--- src/rtl/parking_entry_arbiter.sv ---
// parking_entry_arbiter
//   Shares one PIN checker and one gate between two entry lanes. When both
//   lanes request at once, the lane that was not granted last wins. The
//   granted lane's 16-bit code is compared against PASSWORD. A correct code
//   opens the gate, and the vehicle passing the gate sensor is counted into
//   the lot. MAX_TRIES consecutive wrong codes lock the checker in BLOCKED
//   until a correct code arrives.
//
// Ports
//   clk             rising-edge clock
//   rst             synchronous reset, active low
//   vehicle_arrival bit i: a vehicle is waiting at lane i
//   code0 / code1   keypad code of lane 0 / lane 1
//   code_ack        bit i: lane i submits its code this cycle (pulse)
//   vehicle_in      a vehicle passed the gate sensor
//   vehicle_left    a vehicle exited the lot (pulse)
//   grant           one-hot lane that owns the checker, 0 when idle
//   gate_open       gate actuator
//   wrong_pin       one-cycle pulse for each rejected code
//   block_alarm     high while BLOCKED
//   lot_full        occupancy == CAPACITY (decoded from the register)
//   occupancy       number of vehicles inside
module parking_entry_arbiter #(
  parameter logic [15:0] PASSWORD  = 16'h5990,
  parameter int          CAPACITY  = 8,
  parameter int          MAX_TRIES = 3,
  parameter int          CW        = 4
) (
  input  logic          clk,
  input  logic          rst,
  input  logic [1:0]    vehicle_arrival,
  input  logic [15:0]   code0,
  input  logic [15:0]   code1,
  input  logic [1:0]    code_ack,
  input  logic          vehicle_in,
  input  logic          vehicle_left,
  output logic [1:0]    grant,
  output logic          gate_open,
  output logic          wrong_pin,
  output logic          block_alarm,
  output logic          lot_full,
  output logic [CW-1:0] occupancy
);

  localparam int TW = $clog2(MAX_TRIES + 1);

  typedef enum logic [1:0] {
    IDLE    = 2'd0,
    CHECK   = 2'd1,
    OPEN    = 2'd2,
    BLOCKED = 2'd3
  } state_t;

  state_t        state_q, state_d;
  logic [1:0]    grant_q, grant_d;
  logic          gate_open_q, gate_open_d;
  logic          wrong_pin_q, wrong_pin_d;
  logic          block_alarm_q, block_alarm_d;
  logic [CW-1:0] occupancy_q, occupancy_d;
  logic [TW-1:0] tries_q, tries_d;
  logic          rr_q, rr_d;  // lane granted most recently

  logic          full;
  logic          new_lane;    // lane chosen in IDLE
  logic          cur_lane;    // lane currently holding the grant
  logic          cur_ack;
  logic          cur_match;
  logic [TW-1:0] tries_sat;   // tries_q + 1, saturating at MAX_TRIES
  logic          counted_in;

  assign full      = (occupancy_q == CW'(CAPACITY));
  assign new_lane  = (vehicle_arrival == 2'b11) ? ~rr_q : vehicle_arrival[1];
  assign cur_lane  = grant_q[1];
  assign cur_ack   = code_ack[cur_lane];
  assign cur_match = ((cur_lane ? code1 : code0) == PASSWORD);
  assign tries_sat = (tries_q == TW'(MAX_TRIES)) ? tries_q : tries_q + TW'(1);
  assign counted_in = (state_q == OPEN) && vehicle_in;

  always_comb begin
    state_d     = state_q;
    grant_d     = grant_q;
    wrong_pin_d = 1'b0;
    tries_d     = tries_q;
    rr_d        = rr_q;

    case (state_q)
      IDLE: begin
        if (!full && (vehicle_arrival != 2'b00)) begin
          grant_d = new_lane ? 2'b10 : 2'b01;
          rr_d    = new_lane;
          state_d = CHECK;
        end
      end
      CHECK: begin
        if (cur_ack) begin
          if (cur_match) begin
            state_d = OPEN;
            tries_d = '0;
          end else begin
            wrong_pin_d = 1'b1;
            tries_d     = tries_sat;
            if (tries_sat == TW'(MAX_TRIES)) state_d = BLOCKED;
          end
        end else if (!vehicle_arrival[cur_lane]) begin
          // Vehicle gave up before entering a code: release the checker.
          state_d = IDLE;
          grant_d = 2'b00;
          tries_d = '0;
        end
      end
      OPEN: begin
        if (vehicle_in) begin
          state_d = IDLE;
          grant_d = 2'b00;
        end
      end
      BLOCKED: begin
        // Only a correct code leaves BLOCKED; an arrival drop does not.
        if (cur_ack) begin
          if (cur_match) begin
            state_d = OPEN;
            tries_d = '0;
          end else begin
            wrong_pin_d = 1'b1;
            tries_d     = tries_sat;
          end
        end
      end
      default: begin
        state_d = IDLE;
        grant_d = 2'b00;
      end
    endcase

    gate_open_d   = (state_d == OPEN);
    block_alarm_d = (state_d == BLOCKED);

    // Simultaneous entry and exit cancel out; exit saturates at zero.
    occupancy_d = occupancy_q;
    if (counted_in && !vehicle_left) begin
      occupancy_d = occupancy_q + CW'(1);
    end else if (!counted_in && vehicle_left && (occupancy_q != '0)) begin
      occupancy_d = occupancy_q - CW'(1);
    end
  end

  always_ff @(posedge clk) begin
    if (!rst) begin
      state_q       <= IDLE;
      grant_q       <= 2'b00;
      gate_open_q   <= 1'b0;
      wrong_pin_q   <= 1'b0;
      block_alarm_q <= 1'b0;
      occupancy_q   <= '0;
      tries_q       <= '0;
      rr_q          <= 1'b1;
    end else begin
      state_q       <= state_d;
      grant_q       <= grant_d;
      gate_open_q   <= gate_open_d;
      wrong_pin_q   <= wrong_pin_d;
      block_alarm_q <= block_alarm_d;
      occupancy_q   <= occupancy_d;
      tries_q       <= tries_d;
      rr_q          <= rr_d;
    end
  end

  assign grant       = grant_q;
  assign gate_open   = gate_open_q;
  assign wrong_pin   = wrong_pin_q;
  assign block_alarm = block_alarm_q;
  assign lot_full    = full;
  assign occupancy   = occupancy_q;

endmodule

--- config.mk ---
export PLATFORM = sky130hd
export DESIGN_NAME = parking_entry_arbiter
export DESIGN_NICKNAME = d
export VERILOG_FILES = /design/src/rtl/parking_entry_arbiter.sv
export SDC_FILE = /design/constraint.sdc
export NUM_CORES = 1
export LEC_CHECK = 0
export CAP_MARGIN = 0
export CORE_MARGIN = 3
export CORE_UTILIZATION = 35
export DETAILED_ROUTE_END_ITERATION = 8
export GPL_TIMING_DRIVEN = 0
export PLACE_DENSITY = 0.74
export SLEW_MARGIN = 20
export SYNTH_ARGS = -nofsm -noshare
export SYNTH_HDL_FRONTEND = slang
export SYNTH_SLANG_ARGS = --single-unit
--- constraint.sdc ---
create_clock -name clk -period 2.9 [get_ports clk]
set_input_delay 0.58 -clock clk [delete_from_list [all_inputs] [get_ports clk]]
set_output_delay 0.58 -clock clk [all_outputs]
set_load 0.1 [all_outputs]
==> results.cfg, run 1 <==
[finish]
drive_gt1_share_pct = 8.59
nets = 211
diodes = 0
final_util_pct = 60.2
synthToLayoutAreaGrowth_pct = 58.1
final_cell_mix = clkdlybuf4s50_1, dfxtp_1, nor2_1
final_common_cell = clkdlybuf4s50_1
final_area_um2 = 1530

[worst_setup_path]
crit_arrival_ns = 2.10
max_stage_delay_ns = 0.85
cp-end-kind = output port
slowest_stage = dlygate4sd2_1
worstSetupStartpointType = register
crit_required_ns = 2.32
worstPathMaxFanout = 6
worstPathCellList = nor3_1, and2_1, dlygate4sd2_1
path_class = reg -> out

[timing]
finalSetupViolations = 0
fin_crit_sh_pct = 92.3
tightest_slew_ns = 0.978
setup_tns_ns = 0
slew_viol_final = 0
min_period_ns = 2.68
fmax_mhz = 374
skew_ns = 0.00966
hold_viol = 0
rsz0062_at_grt = no
relSlewSlack_pct = 34.6

[drt]
drt-initial-drc-count = 34
drc = 0
vias = 1068
vias_per_cell = 5.53
wl_per_cell_um = 13.2
drt-pass1-iter-count = 4
drtAntennaViolNets = 0
routed_wl_um = 2550

[grt]
overflow = 0
track_usage_pct = 16.0
antenna_found_initial = 0
grt_pass1_wl_um = 4180
grt_start_max_net_pins = 10
first_global_vias = 1047

[placed_design]
port_buffers = 49
postPlaceCellArea_um2 = 1500
dp_hpwl_um = 2150
gp_congestion = 0.812

[synth]
muxShareOfSynthArea_pct = 3.62
yosys_most_used_dff = dfxtp_1
synth_fp_nets = 157
synth_compound_area_share_pct = 20.9
yosys.area_share.adder_pct = 9.82
synth_warnings = 0
netlist_instances = 110
yosysUniqueCellTypes = 44
synth_top_family_by_area = simple AND/OR/NAND/NOR gates
synth_simple_gate_area_share_pct = 31.7
synth_area_per_cell_um2 = 8.80
synth_xor_area_share_pct = 1.81
synth-edff-count = 0
ys_ff_latch = 14
ys_seq_area_share_pct = 28.9
synth_area_um2 = 968
async_flop_share_pct = 0

[clock_tree]
cts_buffer_depth = 2
cts_root_buf = clkbuf_4
cts_setup_buffers = 0
clk_pin_slew_ns = 0.09
clk_latency_ns = 0.29
clock_sinks = 14
cts_buffers = 3
tritoncts = done
htreeDepth = 1

[job]
maxCapViolations = 0

[power_and_ir_drop]
cellLeakagePower_nw = 0.575
total_power_mw = 1.27
ir_drop_mv = 0.724
p_per_area_nw_per_um2 = 828

[die]
die_y_um = 58.6
ioPinCount = 50
fp.dieArea_um2 = 3430
core_area_um2 = 2540
rows = 18
initial_utilization_pct = 38.1
die_x_um = 58.6

[status]
outcome = finished clean

[hold_path]
hold_class = reg -> reg
[metal layers]
metal	track usage, %	up-vias	routed length [um]
li1	-	529	-
met1	16.3	474	975
met2	29.5	58	1240
met3	5.04	7	269
met4	7.44	0	59
met5	0	-	0
[critical path: cells and delay by family, from the launching register on]
| family | cells | cell delay, ns |
|---|---|---|
| flip-flops | 1 | 0.39 |
| AND/OR/NAND/NOR | 2 | 0.57 |
| buffers and inverters | 1 | 0.85 |
[power breakdown]
group / switching [mW] / leakage (nW) / total, mW / internal, mW
Sequential: 0.0670 / 0.114 / 0.309 / 0.242
Clock: 0.0691 / 0.0210 / 0.146 / 0.0765
Combinational: 0.512 / 0.439 / 0.813 / 0.301
Total: 0.648 / 0.575 / 1.27 / 0.619
[Yosys cell counts (3+ instances only)]
cell type	count	area, um2
a211oi_1	3	22.5
a21oi_1	7	35.0
dfxtp_1	14	280
ha_1	6	75.1
inv_1	4	15.0
nand2_1	8	30.0
nor2_1	9	33.8
nor3_1	4	20.0
nor4bb_1	4	40.0
o21ai_0	5	25.0
o22ai_1	4	25.0
[per-stage QoR]
stage	worst slack [ns]	instances	hold WS (ns)
2_1_floorplan	0.395	110	0.435
4_1_cts	0.224	193	0.469
3_5_place_dp	0.236	189	0.452
5_1_grt	0.0537	193	0.491
3_3_place_gp	0.252	189	0.440
6_report	0.224	193	0.469
[final cells by class]
cell class / count / area, um2
timing repair buffer: 49 / 489
tap: 30 / 37.5
clock buffer: 4 / 36.3
multi-input combinational: 90 / 657
inverter: 4 / 15.0
fill: 216 / 1010
sequential: 14 / 280
buffer: 2 / 16.3
[path summary, 6_finish.rpt]
check                           cells after the start  slack (ns)                      start                   endpoint
worst max-delay path                                3        0.22  occupancy[1]$_SDFFE_PN0P_                   lot_full
worst min-delay path                                2        0.47      grant[0]$_SDFFE_PN0P_      grant[0]$_SDFFE_PN0P_
worst min register to register                      2        0.47      grant[0]$_SDFFE_PN0P_      grant[0]$_SDFFE_PN0P_
worst max register to register                      9        0.65      state_q[0]$_SDFF_PN0_  occupancy[3]$_SDFFE_PN0P_
[cells by family after synthesis]
family | after synthesis
multiplexers | 3
XOR/XNOR | 2
AND/OR/NAND/NOR | 48
flip-flops | 14
buffers and inverters | 6
adder cells (fa/ha/maj) | 7
AO/OA/AOI/OAI | 30
[timing repair]
action | CTS | global route
resized for setup | 1 | 0
setup endpoints to repair | 1 | 0
hold buffers | 0 | 0
[registers in the layout, summed over array words and instances, names as in the netlist]
name         count
block_alarm      1
gate_open        1
grant            2
occupancy        4
rr_q             1
state_q          2
tries_q          2
wrong_pin        1
Power figures use the tool's default switching activity.
==> run 2, diff against run 1 <==
--- a/config.mk
+++ b/config.mk
@@ -11,7 +11,7 @@
 export DETAILED_ROUTE_END_ITERATION = 8
 export GPL_TIMING_DRIVEN = 0
 export PLACE_DENSITY = 0.74
-export SLEW_MARGIN = 20
+export SLEW_MARGIN = 40
 export SYNTH_ARGS = -nofsm -noshare
 export SYNTH_HDL_FRONTEND = slang
 export SYNTH_SLANG_ARGS = --single-unit
==> results.cfg, run 2 (synthesis results as in run 1) <==
[status]
outcome = finished clean

[finish]
largest_register_ffs = 4
final_common_cell = clkdlybuf4s50_1
nets = 211
final_cell_mix = clkdlybuf4s50_1, dfxtp_1, buf_2
drive_gt1_share_pct = 14.7
fillers = 221
diodes = 0
final_area_um2 = 1480
final_cells = 193
synthToLayoutAreaGrowth_pct = 53.1

[clock_tree]
cts_root_buf = clkbuf_4
cts-resized-gates = 0
hold_buffers = 0
cts_buffers = 3
cts_buffer_depth = 2
clk_pin_slew_ns = 0.09
tritoncts = done
clock_sinks = 14
htreeDepth = 1
clk_latency_ns = 0.28
cts_setup_buffers = 0

[worst_setup_path]
worstPathCellList = clkdlybuf4s50_1, nand2_1, or2_2, ha_1, a21o_1, a21oi_1, nor2_1, o311a_1
path_class = in -> reg
slowest_stage = clkdlybuf4s50_1
cp-end-kind = register
crit_required_ns = 3.08
worstPathMaxFanout = 6
crit_buf_inv = 1
max_stage_delay_ns = 0.48
crit_arrival_ns = 2.54
worstSetupStartpointType = input pin
path_delay_family = compound AO/OA/AOI/OAI gates

[power_and_ir_drop]
ir_drop_mv = 0.732
cellLeakagePower_nw = 0.589
p_per_area_nw_per_um2 = 831
total_power_mw = 1.23

[job]
maxCapViolations = 0

[drt]
drt-initial-drc-count = 23
vias_per_cell = 5.53
drt-pass1-iter-count = 4
drc = 0
routed_wl_um = 2560
wl_per_cell_um = 13.3
drtAntennaViolNets = 0
vias = 1067

[timing]
relSlewSlack_pct = 67.2
setup_tns_ns = 0
skew_ns = 0.00861
whs_ns = 0.460
fin_crit_sh_pct = 81.4
tightest_slew_ns = 0.496
finalSetupViolations = 0
rsz0062_at_grt = no
fmax_mhz = 423
hold_viol = 0
min_period_ns = 2.36
slew_viol_final = 0

[grt]
antenna_found_initial = 0
first_global_vias = 1085
overflow = 0
grt_start_max_net_pins = 10
track_usage_pct = 15.9
grt_pass1_wl_um = 4170

[die]
initial_utilization_pct = 38.1
rows = 18
fp.dieArea_um2 = 3430
ioPinCount = 50
core_area_um2 = 2540
die_x_um = 58.6
die_y_um = 58.6

[placed_design]
gp_congestion = 0.812
port_buffers = 49
postPlaceCellArea_um2 = 1450
dp_hpwl_um = 2190
placed_cells = 189

[hold_path]
hold_class = reg -> reg
-- run 2: cell types whose count changed in the layout (fill, tap and decap cells not counted), sizes merged --
| cell | delta |
|---|---|
| buf | +10 |
| dlygate4sd2 | -1 |
| clkdlybuf4s50 | -9 |
-- run 2: metrics by stage --
step           setup slack, ns  utilization, %
2_1_floorplan            0.395               -
3_3_place_gp             0.252            58.8
3_5_place_dp             0.219            56.8
4_1_cts                  0.531            58.3
5_1_grt                  0.442            58.3
6_report                 0.538            58.3
-- run 2: final timing paths --
kind | start | to | slack, ns | cells past startpoint
max | vehicle_in | occupancy[3]$_SDFFE_PN0P_ | 0.54 | 8
min | grant[0]$_SDFFE_PN0P_ | grant[0]$_SDFFE_PN0P_ | 0.46 | 2
max reg2reg | state_q[0]$_SDFF_PN0_ | occupancy[3]$_SDFFE_PN0P_ | 0.64 | 9
min reg2reg | grant[0]$_SDFFE_PN0P_ | grant[0]$_SDFFE_PN0P_ | 0.46 | 2
-- run 2: power by group --
part           switching (mW)  internal, mW
Sequential             0.0666         0.242
Combinational           0.513         0.268
Clock                  0.0660        0.0763
-- run 2: worst register-to-register path, cell delays in order, from the launching register on --
cell and delay, ns:
dfxtp_1 0.39, inv_1 0.11, ha_1 0.19, nand2_1 0.08
or2_2 0.34, ha_1 0.29, a21o_1 0.17, a21oi_1 0.20
nor2_1 0.08, o311a_1 0.32
-- run 2: layer usage --
metal	GRT usage [%]	vias up	part of all wire [%]
met5	0	-	0
met4	8.74	0	0.82
met3	5.48	2	10
met2	29.8	52	51
met1	15.0	487	38
li1	-	526	-
-- run 2: layout make-up --
class / instances / area [um2] / share of cell area, %
Inverter: 4 / 15.0 / 1.01
Sequential cell: 14 / 280 / 18.9
Multi-Input combinational cell: 90 / 657 / 44.3
Tap cell: 30 / 37.5 / 2.53
Timing Repair Buffer: 49 / 440 / 29.7
Buffer: 2 / 16.3 / 1.10
Clock buffer: 4 / 36.3 / 2.45
==> variant 1: new RTL, flow settings as in run 2 <==
Re-encode `state_t` (4 states) as one-hot, 4 bits wide.
--- a/src/rtl/parking_entry_arbiter.sv
+++ b/src/rtl/parking_entry_arbiter.sv
@@ -45,9 +45,9 @@
   localparam int TW = $clog2(MAX_TRIES + 1);
 
-  typedef enum logic [1:0] {
-    IDLE    = 2'd0,
-    CHECK   = 2'd1,
-    OPEN    = 2'd2,
-    BLOCKED = 2'd3
+  typedef enum logic [3:0] {
+    IDLE    = 4'b0001,
+    CHECK   = 4'b0010,
+    OPEN    = 4'b0100,
+    BLOCKED = 4'b1000
   } state_t;
 
Behaviour: same outputs for any inputs over 10 cycles, from zero or initial values and one cycle with rst low; not proved beyond that.
==> variant 1 against run 2 <==
Setup slack better by 0.061 ns. Area after synthesis increased by 1.6%. Wire length decreased by 0.51%. First-iteration DRC count is 17% lower. Cell area rose by 1.4%. Sequential cell count increased by 2. Largest cell class unchanged.
Power is not compared: it rests on default switching activity, and its combinational part moved more than twofold at a synthesized area within 25%.
==> variant 1: results <==
{
  "status": "completed",
  "track_usage_pct": 15.7,
  "drt_iter0_markers": 19,
  "grt_util_met1_pct": 19.1,
  "syn-num-nets": 144,
  "grt_use_met2_pct": 28.1,
  "muxShareOfSynthArea_pct": 4.20,
  "cp_max_fo": 6,
  "port_buffers": 48,
  "avgSynthCellArea_sq_um": 9.74,
  "preCtsSetupSlack_ns": 0.304,
  "met3_usage_pct": 2.40,
  "final_nets": 197,
  "synth_seq_area_share_pct": 32.6,
  "slew_headroom_pct": 60.3,
  "arrival_ns": 2.53,
  "synth-async-reset-ratio_pct": 0,
  "cts_buffers": 3,
  "setup_violations": 0,
  "met3WireLength_um": 192,
  "wl_per_cell_um": 13.9,
  "synth_commonest_cells": "dfxtp_1 (16), a21oi_1 (7), nor2_1 (6), nand2_1 (5)",
  "synth_compound_area_share_pct": 19.7,
  "m1WireLength_um": 1120,
  "place_area_sq_mm": 0.00147,
  "top_layer": "met4",
  "seqPwrFrac_pct": 43.0,
  "yosys-top-cells-area": "dfxtp_1 (33%), nor4bb_1 (4.1%), a21oi_1 (3.6%), nor4b_1 (3.6%), xor2_1 (3.6%)",
  "leakagePower_nw": 0.575,
  "cp_slowest_stage_delay_ns": 0.46,
  "max_cap_violations": 0,
  "drive_above_1_share_pct": 17.6,
  "fin_skew_ns": 0.00633,
  "via_per_inst": 5.48,
  "grt_pass1_vias": 1034,
  "cp_slowest_cell": "dfxtp_1",
  "cts_resized": 0,
  "dp_hpwl_um": 2150,
  "fin_cells": 183,
  "synth_xor_area_share_pct": 3.56,
  "grt_pass1_wl_um": 4240,
  "clk_pin_slew_worst_paths_ns": 0.11,
  "synth-adder-area-share_pct": 4.58,
  "ctsLongestPathBuffers": 2,
  "num-fill-cells": 231,
  "met2WireLength_um": 1220,
  "synth_cell_types": 42,
  "diodes": 0,
  "critPathTopFamily": "simple AND/OR/NAND/NOR gates",
  "globalplace.congestion": 0.800
}
[variant 1: final cells by class]
class / instances / area (sq um) / share of cell area [%]
tap: 30 / 37.5 / 2.50
clock buffer: 4 / 36.3 / 2.41
sequential: 16 / 322 / 21.4
timing repair buffer: 48 / 430 / 28.6
inverter: 2 / 7.51 / 0.499
multi-input combinational: 82 / 666 / 44.3
buffer: 1 / 5.00 / 0.333
[variant 1: final timing paths]
| kind | start | endpoint | slack (ns) | cells after the start |
|---|---|---|---|---|
| hold reg to reg | rr_q$_SDFFE_PN1P_ | rr_q$_SDFFE_PN1P_ | 0.50 | 2 |
| setup reg to reg | state_q[2]$_SDFF_PN0_ | occupancy[3]$_SDFFE_PN0P_ | 0.60 | 8 |
| hold / removal | rr_q$_SDFFE_PN1P_ | rr_q$_SDFFE_PN1P_ | 0.50 | 2 |
| setup / recovery | state_q[2]$_SDFF_PN0_ | occupancy[3]$_SDFFE_PN0P_ | 0.60 | 8 |
==> variant 2: new RTL, config.mk and constraints of run 2 <==
Without the edit above. Set the parameter `CW` to 3 (it was 4).
--- a/src/rtl/parking_entry_arbiter.sv
+++ b/src/rtl/parking_entry_arbiter.sv
@@ -25,5 +25,5 @@
   parameter int          CAPACITY  = 8,
   parameter int          MAX_TRIES = 3,
-  parameter int          CW        = 4
+  parameter int          CW        = 3
 ) (
   input  logic          clk,
Ports: changed (resized occupancy); port bits go from 50 to 49. No check against the original RTL was run, so the function may have changed too.
==> variant 2 against run 2 <==
Total power down 18%. Wire length decreased by 5.1%. Fmax up 4.0%. Setup slack improved by 0.091 ns. Sequential cell count shrank 1. Non-clock buffer count fell by 2. Final cell count fell by 4.1%. Cell area down 4.3%. Area after synthesis down 5.4%. Critical path depth is 1 lower. Die area down 4.9%. Synthesized cell count fell by 4.5%. Largest power group unchanged.
==> variant 2: results <==
{
  "ctsLongestPathBuffers": 2,
  "drt_iter0_markers": 10,
  "met3_usage_pct": 2.26,
  "r2r_slack_ns": 0.70,
  "final_nets": 203,
  "num-fill-cells": 225,
  "clkLatencyLatePin_ns": 0.27,
  "synth_cell_types": 39,
  "drive_above_1_share_pct": 14.0,
  "largest_reg_flops": 3,
  "grt_util_met1_pct": 18.1,
  "p_comb_share_pct": 63.3,
  "clk_pin_slew_worst_paths_ns": 0.07,
  "r2r-start": "state_q[0]$_SDFF_PN0_",
  "antenna_found_initial": 0,
  "synth_commonest_cells": "dfxtp_1 (13), nand2_1 (10), nor2_1 (9), inv_1 (6), o21ai_0 (5)",
  "globalplace.congestion": 0.837,
  "leakagePower_nw": 0.569,
  "powerClk_mw": 0.111,
  "grt_pass1_vias": 992,
  "syn-num-nets": 150,
  "synth-async-reset-ratio_pct": 0,
  "drtPass1Iterations": 5,
  "arrival_ns": 2.44,
  "critPathTopFamily": "simple AND/OR/NAND/NOR gates",
  "cp_slowest_stage_delay_ns": 0.50,
  "rr_worst_depth": 8,
  "slew_headroom_pct": 67.7,
  "grt_max_degree": 8,
  "holdPathStages": 2,
  "grt_use_met2_pct": 25.8,
  "wl_per_cell_um": 13.1,
  "track_usage_pct": 15.4,
  "vias": 999,
  "m1WireLength_um": 1070,
  "p_switching_mw": 0.536,
  "met3WireLength_um": 226,
  "status": "completed",
  "dp_hpwl_um": 2090,
  "port_buffers": 48,
  "yosys-top-cells-area": "dfxtp_1 (28%), ha_1 (5.5%), nand2_1 (4.1%), nor2_1 (3.7%), mux2i_1 (3.3%)",
  "fin_skew_ns": 0.00379,
  "worstSetupEndpoint": "occupancy[2]$_SDFFE_PN0P_",
  "synth_seq_area_share_pct": 28.4,
  "peakVddDrop_uv": 895,
  "whs_ns": 0.463,
  "met2WireLength_um": 1090,
  "grt_pass1_wl_um": 4000,
  "cp_max_fo": 3
}
-- variant 2: cells by family after synthesis --
group,after synthesis,synth area share (%)
simple gates,46,31.6
compound gates,28,22.0
flops,13,28.4
buf+inv,7,3.69
fa+ha+maj,5,7.65
mux,4,4.78
xor+xnor,2,1.91
-- variant 2: through the flow --
stage          area [sq um]  power, mW  setup WS, ns  cells
5_1_grt                1420       1.08         0.536    185
3_5_place_dp           1390      0.908         0.358    181
6_report               1420       1.02         0.629    185
3_3_place_gp           1440      0.938         0.380    181
4_1_cts                1420       1.02         0.632    185
2_1_floorplan           922      0.762         0.315    105
-- variant 2: final cells by class --
cell class / count / area (sq um) / share of cell area, %
inverters: 6 / 22.5 / 1.59
multi-input cells: 85 / 628 / 44.3
flip-flops and latches: 13 / 260 / 18.3
repair buffers: 48 / 435 / 30.7
well taps: 28 / 35.0 / 2.47
plain buffers: 1 / 11.3 / 0.794
clock buffers: 4 / 26.3 / 1.85
